**src/rtl/hazard_scoreboard.sv**
```systemverilog
// hazard_scoreboard: per-register pending tracker for the issue stage.
// Each register holds a latency countdown (fixed-latency producers) or a
// wait-for-memory flag (variable-latency producers). An issuing instruction
// that reads or writes a pending register is stalled.
module hazard_scoreboard #(
  parameter int NREG    = 16,
  parameter int RW      = 4,
  parameter int CW      = 3,
  parameter bit R0_ZERO = 1'b1
) (
  input  logic            clk_i,
  input  logic            rst_i,
  input  logic            iss_valid_i,
  input  logic [RW-1:0]   iss_rs_i,
  input  logic            iss_rs_use_i,
  input  logic [RW-1:0]   iss_rt_i,
  input  logic            iss_rt_use_i,
  input  logic [RW-1:0]   iss_rd_i,
  input  logic            iss_rd_wr_i,
  input  logic [CW-1:0]   iss_lat_i,
  input  logic            flush_i,
  input  logic            mem_done_i,
  input  logic [RW-1:0]   mem_done_rd_i,
  output logic            stall_o,
  output logic [NREG-1:0] pend_o,
  output logic            busy_o,
  output logic            err_o
);

  // Register 0 is hard-wired when R0_ZERO is set, so it is never tracked.
  function automatic logic is_tracked(input logic [RW-1:0] r);
    return !(R0_ZERO && (r == {RW{1'b0}}));
  endfunction

  logic [CW-1:0]   cnt_q [NREG];
  logic [CW-1:0]   cnt_d [NREG];
  logic [NREG-1:0] wmem_q, wmem_d;
  logic            err_q, err_d;
  logic [NREG-1:0] pend_s;
  logic            stall_s;
  logic            accept_s;
  logic            load_en_s;
  logic            done_trk_s;

  // Pending vector derived purely from registered state.
  always_comb begin
    pend_s = {NREG{1'b0}};
    for (int r = 0; r < NREG; r++) begin
      if (R0_ZERO && (r == 0)) begin
        pend_s[r] = 1'b0;
      end else begin
        pend_s[r] = (cnt_q[r] != {CW{1'b0}}) | wmem_q[r];
      end
    end
  end

  // RAW on either source or WAW on the destination holds issue; flush and
  // mem_done in the same cycle deliberately do not affect the stall.
  assign stall_s = iss_valid_i &
                   ((iss_rs_use_i & pend_s[iss_rs_i]) |
                    (iss_rt_use_i & pend_s[iss_rt_i]) |
                    (iss_rd_wr_i  & pend_s[iss_rd_i]));

  assign accept_s   = iss_valid_i & ~stall_s & ~flush_i;
  assign load_en_s  = accept_s & iss_rd_wr_i & is_tracked(iss_rd_i);
  assign done_trk_s = mem_done_i & is_tracked(mem_done_rd_i);

  // Next state: load on accept, otherwise count down; memory completion
  // clears the wait flag or flags a spurious completion.
  always_comb begin
    err_d = err_q | (done_trk_s & ~wmem_q[mem_done_rd_i]);
    for (int r = 0; r < NREG; r++) begin
      if (load_en_s && (iss_rd_i == RW'(r)) && (iss_lat_i != {CW{1'b0}})) begin
        cnt_d[r] = iss_lat_i;
      end else if (cnt_q[r] != {CW{1'b0}}) begin
        cnt_d[r] = cnt_q[r] - {{(CW-1){1'b0}}, 1'b1};
      end else begin
        cnt_d[r] = cnt_q[r];
      end

      if (load_en_s && (iss_rd_i == RW'(r)) && (iss_lat_i == {CW{1'b0}})) begin
        wmem_d[r] = 1'b1;
      end else if (done_trk_s && (mem_done_rd_i == RW'(r))) begin
        wmem_d[r] = 1'b0;
      end else begin
        wmem_d[r] = wmem_q[r];
      end
    end
  end

  // State registers with asynchronous reset.
  always_ff @(posedge clk_i or posedge rst_i) begin
    if (rst_i) begin
      cnt_q  <= '{default: {CW{1'b0}}};
      wmem_q <= {NREG{1'b0}};
      err_q  <= 1'b0;
    end else begin
      cnt_q  <= cnt_d;
      wmem_q <= wmem_d;
      err_q  <= err_d;
    end
  end

  assign stall_o = stall_s;
  assign pend_o  = pend_s;
  assign busy_o  = |pend_s;
  assign err_o   = err_q;

endmodule

```
**config.mk**
```make
export PLATFORM = sky130hd
export DESIGN_NAME = hazard_scoreboard
export DESIGN_NICKNAME = d
export VERILOG_FILES = /design/src/rtl/hazard_scoreboard.sv
export SDC_FILE = /design/constraint.sdc
export NUM_CORES = 1
export LEC_CHECK = 0
export ABC_AREA = 1
export CAP_MARGIN = 10
export CELL_PAD_IN_SITES_DETAIL_PLACEMENT = 0
export CELL_PAD_IN_SITES_GLOBAL_PLACEMENT = 2
export CORE_ASPECT_RATIO = 1.25
export CORE_MARGIN = 8
export CORE_UTILIZATION = 33
export DETAILED_ROUTE_END_ITERATION = 10
export GPL_TIMING_DRIVEN = 0
export PLACE_DENSITY_LB_ADDON = 0.05
export SLEW_MARGIN = 20
export SYNTH_ARGS = -nofsm -noshare
export SYNTH_HDL_FRONTEND = slang
export SYNTH_SLANG_ARGS = --single-unit
```
**constraint.sdc**
```tcl
create_clock -name clk_i -period 2.6 [get_ports clk_i]
set_input_delay 0.39 -clock clk_i [delete_from_list [all_inputs] [get_ports clk_i]]
set_output_delay 0.39 -clock clk_i [all_outputs]
set_load 0.03 [all_outputs]
```
[Word level (Yosys, flattened, before mapping)]
Index checks and enable logic that the tools add are counted.
Operators by class
  $add $sub $neg: 15
  multipliers: 0
  divide/modulo/power cells: 0
  order comparisons: 4
  equality and inequality tests: 30
  shift operators: 0
  mux-type cells: 70
  bitwise gates (word level): 31
  reduce and logical (&&, ||, !) cells: 116
Operator list (count)
  3-bit two-way mux: 30
  4-bit equality test, second input constant: 16
  1-bit logical AND: 63
  2-bit nonzero test: 31
  3-bit nonzero test: 16
  3-bit by 1-bit subtractor with 3-bit output, second input constant: 15
  1-bit two-way mux: 36
  4-bit by 3-bit equality test with 1-bit output, second input constant: 8
  4-bit by 5-bit < comparator with 1-bit output, second input constant: 4
  1-bit OR: 18
  1-bit binary-select mux with 4-bit select: 4
  4-bit by 2-bit equality test with 1-bit output, second input constant: 4
  15-bit OR reduction: 1
  1-bit AND: 10
  4-bit by 1-bit equality test with 1-bit output, second input constant: 2
  4-bit logical NOT: 2
  3-bit logical NOT: 1
  1-bit inverter: 3
  1-bit logical NOT: 2
Word-level totals
  register bits after elaboration: 62
  bits in latches: 0
  memory bits (writable): 0
  bits in read-only memories: 0
  input bits: 27
  logic and storage cells: 298
  memories kept: 0

[Logic depth before layout (Yosys ltp)]
  depth after elaboration: 16
  gate-level depth with buffers: 18

[Worst setup path before layout]
OpenSTA, ideal clock, no wires.
  path type: register to register
  from: register cnt_q[27] in the netlist's numbering
  to: register cnt_q[27] in the netlist's numbering
  arrival: 2.138 ns
  required time: 2.483 ns
  setup slack: 0.346 ns
  cell stages (with the launch flop): 17
  cells stage by stage: dfrtp_1 -> inv_1 -> ha_1 -> nand3_1 -> nand2_1 -> nand3_1 -> nand3_1 -> nand3_1 -> nand3_1 -> nand2_4 -> nor2_4 -> buf_12 -> nand4_2 -> nand2_1 -> nand2_1 -> nand2_1 -> nand2_1
On the way
  cells in the longest elaborated chain, start to end: 16
  elaborated cells between the ends (all ways): 25
  classes of those cells: 1 x add/sub; 8 x mux; 12 x bitwise; 4 x reduce/logical
RTL lines
  start: declaration: line 35  | logic [CW-1:0] cnt_q [NREG];
  start signal: assignment: line 98  | cnt_q <= cnt_d;
  3-bit nonzero test (*): line 52  | pend_s[r] = (cnt_q[r] != {CW{1'b0}}) | wmem_q[r];
  1-bit OR (*): line 52
  via pend_o[6]: line 25  | output logic [NREG-1:0] pend_o,
  1-bit binary-select mux with 4-bit select (on tied branches): line 60, 61
  1-bit two-way mux (on tied branches): line 60, 61
  1-bit AND (on tied branches): line 60, 61
  1-bit OR: line 60  | ((iss_rs_use_i & pend_s[iss_rs_i]) |
  1-bit OR (*): line 61  | (iss_rt_use_i & pend_s[iss_rt_i]) |
  1-bit AND (*): line 59  | assign stall_s = iss_valid_i &
  1-bit inverter (*): line 64  | assign accept_s = iss_valid_i & ~stall_s & ~flush_i;
  1-bit AND (*) (2 in series): line 64
  1-bit AND (*) (2 in series): line 65  | assign load_en_s = accept_s & iss_rd_wr_i & is_tracked(iss_rd_i);
  1-bit logical AND (*) (2 in series): line 73  | if (load_en_s && (iss_rd_i == RW'(r)) && (iss_lat_i != {CW{1'b0}})) begin
  3-bit two-way mux or 2-bit nonzero test (tied branches)
The timed path passes the listed nets; every way through them passes the cells marked *. The select of a mux whose other input is x is not followed.
A chain may end at the register's enable or synchronous reset.

[Worst setup path in the final report]
  from: register cnt_q[33] in the netlist's numbering
  to: output port stall_o
On the way
  cells in the longest elaborated chain, start to end: 8
  elaborated cells between the ends (all ways): 14
  classes of those cells: 6 x mux; 7 x bitwise; 1 x reduce/logical
RTL lines
  3-bit nonzero test (*): line 52
  1-bit OR (*): line 52
  1-bit binary-select mux with 4-bit select (on tied branches): line 60, 61
  1-bit two-way mux (on tied branches): line 60, 61
  1-bit AND (on tied branches): line 60, 61
  1-bit OR: line 60
  1-bit OR (*): line 61
  1-bit AND (*): line 59
  end: declaration: line 24  | output logic stall_o,
Every way passes the cells marked *; elsewhere a longest branch is shown, timed or not. The select of a mux whose other input is x is not followed.

==> results.json <==
{
  "outcome": "completed",
  "initial_utilization_pct": 33.2,
  "relSlewSlack_pct": 50.7,
  "h-tree-depth": 3,
  "final_core_util_pct": 41.4,
  "drive_gt1_share_pct": 11.7,
  "track_usage_pct": 17.9,
  "totalWireLength_um": 16500,
  "fin_skew_ns": 0.00964,
  "worst_slack_ns": 0.0764,
  "cts.hold.buffers_added": 0,
  "die_w_um": 125,
  "clk_pin_slew_worst_paths_ns": 0.06,
  "synth_fp_nets": 774,
  "synth_edf_count": 0,
  "dpl_cell_area_mm2": 0.00555,
  "critPathCaptureType": "primary output",
  "crit_type": "register to primary output",
  "die-height_um": 152,
  "crit_chain": "inv_1 > ha_1 > nand3b_4 > nand2_1 > nand3_1 > nand3_1 > nand3_1 > nand3_2 > nand2_4 > o21ai_1 > inv_1 > buf_2",
  "cts_buffers": 9,
  "grt_max_degree": 42,
  "fillCellCount": 1577,
  "num_vias": 4704,
  "fin_nets": 835,
  "max_freq_mhz": 396,
  "critPathMaxFanout": 5,
  "port_buffers": 39,
  "min_path_type": "input pin to asynchronous set/reset pin",
  "cts.path.max_buffers": 2,
  "min_period_over_period_pct": 97.1,
  "wire_per_inst_um": 17.1,
  "yosysUniqueCellTypes": 38,
  "place.gp.congestion": 0.859,
  "cts_tree": "yes",
  "tightest_slew_ns": 0.739,
  "synth.top_cell.area_share_pct": 31.1,
  "cts_sinks": 61,
  "cp_top_family": "simple AND/OR/NAND/NOR gates",
  "rows": 50,
  "path_buf_inv": 3,
  "cp_common_cell": "nand3_1",
  "grt_antenna_before_repair": 1,
  "dr.pass1.iters": 5,
  "clk_latency_ns": 0.34,
  "antenna_left": 0,
  "yosysWarnings": 0,
  "grt_pass1_wl_um": 26600,
  "ctsRootBufferMaster": "clkbuf_16",
  "grt_pass1_vias": 4707,
  "fin_hold_ws_ns": 0.364,
  "peakVddDrop_mv": 0.469,
  "maxCapViolations": 0,
  "required_ns": 2.21,
  "rsz0062_at_grt": "yes",
  "die-area_mm2": 0.0190,
  "min_period_ns": 2.52,
  "areaGrowthSynthToFinish_pct": 24.5,
  "setup.worst_path.start_class": "register",
  "ys_async_sr_fraction_pct": 100,
  "hold_violations": 0,
  "synth_seq_cells": 61,
  "syn_area_mm2": 0.00491,
  "slowest_delay_ns": 0.37,
  "synthFlopType": "dfrtp_1",
  "p_leak_nw": 3.27,
  "route.detailed.drc": 0,
  "drtIter0Drc": 225,
  "postLayoutCellArea_mm2": 0.00611,
  "grt.overflow.total": 0,
  "finalSetupViolations": 0,
  "yosysSeqAreaShare_pct": 31.1,
  "maxSlewViolCount": 0,
  "post_synth.cell_area_avg_um2": 6.84,
  "synthCells": 717,
  "cp.arrival_ns": 2.13,
  "pre_cts_ws_ns": -0.491,
  "routed_via_density": 4.87,
  "cp_slowest_cell": "dfrtp_1",
  "synth.area.top_cells": "dfrtp_1, nand2_1, nand3_1",
  "finalPower_mw": 6.51,
  "yosysTopAreaCell": "dfrtp_1",
  "dpl.hpwl_um": 12600,
  "p_per_area_mw_per_mm2": 1070,
  "core-area_mm2": 0.0148,
  "num_io_pins": 46
}
what timing repair did:
item                       CTS  global route
setup endpoints to repair   24            55
gates resized for setup     15            23
cloned                       0             1
pin swaps                    3             7
setup buffers                2             7
cells in the mapped netlist (7+ instances only):
library cell / n
nand4_1: 12
nor2_1: 36
nand3_1: 108
ha_1: 30
o21ai_0: 23
xnor2_1: 8
xor2_1: 7
o22ai_1: 13
nand2_1: 238
dfrtp_1: 61
inv_1: 115
final timing paths:
check / from / endpoint / slack, ns / cells past startpoint
worst max-delay path: cnt_q[33] / stall_o / 0.08 / 12
worst min-delay path: rst_i / cnt_q[34] / 0.36 / 2
worst max register to register: cnt_q[33] / cnt_q[34] / 0.21 / 15
worst min register to register: cnt_q[42] / cnt_q[42] / 0.47 / 2
max in group asynchronous: rst_i / cnt_q[8] / 1.71 / 3
min in group clk_i: cnt_q[42] / cnt_q[42] / 0.47 / 2
placed cells by master (no fill, tap or decap), drive strengths merged, types with 4 or more instances in the layout:
cell type        n
buf             22
clkbuf          18
clkdlybuf4s50   35
clkinv           4
dfrtp           61
ha              30
inv            119
nand2          242
nand3          111
nand3b           4
nand4           22
nor2            43
o21ai           25
o22ai           13
xnor2            8
xor2             7
cell type report:
| cell class | instances | area (µm²) | area share, % |
|---|---|---|---|
| Timing Repair Buffer | 50 | 534 | 8.74 |
| Buffer | 17 | 125 | 2.05 |
| Antenna cell | 1 | 2.50 | 0.0410 |
| Sequential cell | 61 | 1530 | 25.0 |
| Tap cell | 182 | 228 | 3.73 |
| Inverter | 120 | 457 | 7.47 |
| Clock buffer | 11 | 253 | 4.14 |
| Clock inverter | 5 | 82.6 | 1.35 |
| Multi-Input combinational cell | 519 | 2900 | 47.5 |
worst reg2reg max path: cells and delay by family, from the launching register on:
kind	cells	cell delay (ns)
adders and majority gates	1	0.28
and+or+nand+nor	11	1.16
DFF	1	0.37
buffers and inverters	3	0.47
sequential cells by signal, summed over array words and instances, names as in the netlist:
| register | flops |
|---|---|
| cnt_q | 45 |
| wmem_q | 15 |
| err_o | 1 |
per-stage QoR:
step / TNS, ns / cells
after CTS: -0.0322 / 957
after floorplan: 0 / 717
final: 0 / 966
after detailed placement: -5.63 / 939
after global placement: -49.49 / 938
after global routing: -0.0904 / 966
logic make-up after synthesis:
logic type / share of synthesized area [%]
AOI/OAI and AO/OA: 5.25
adders and majority gates: 7.65
DFF: 31.1
other: 0.0764
xor gates and xnor gates: 2.68
buffers and inverters: 11.8
and+or+nand+nor: 41.5
metal layers:
metal	GRT usage, %	part of all wire, %	up-vias
met4	5.93	2.2	0
met2	31.8	51	75
li1	-	-	2405
met5	0	0	-
met1	21.4	44	2206
met3	3.05	3.1	18
report_power, final:
part           leakage, nW  switching [mW]  internal, mW
clock network        0.166           0.474         0.893
logic                 2.35            2.20          1.39
registers            0.756           0.214          1.34
No activity file was read; power rests on OpenSTA's default activity.
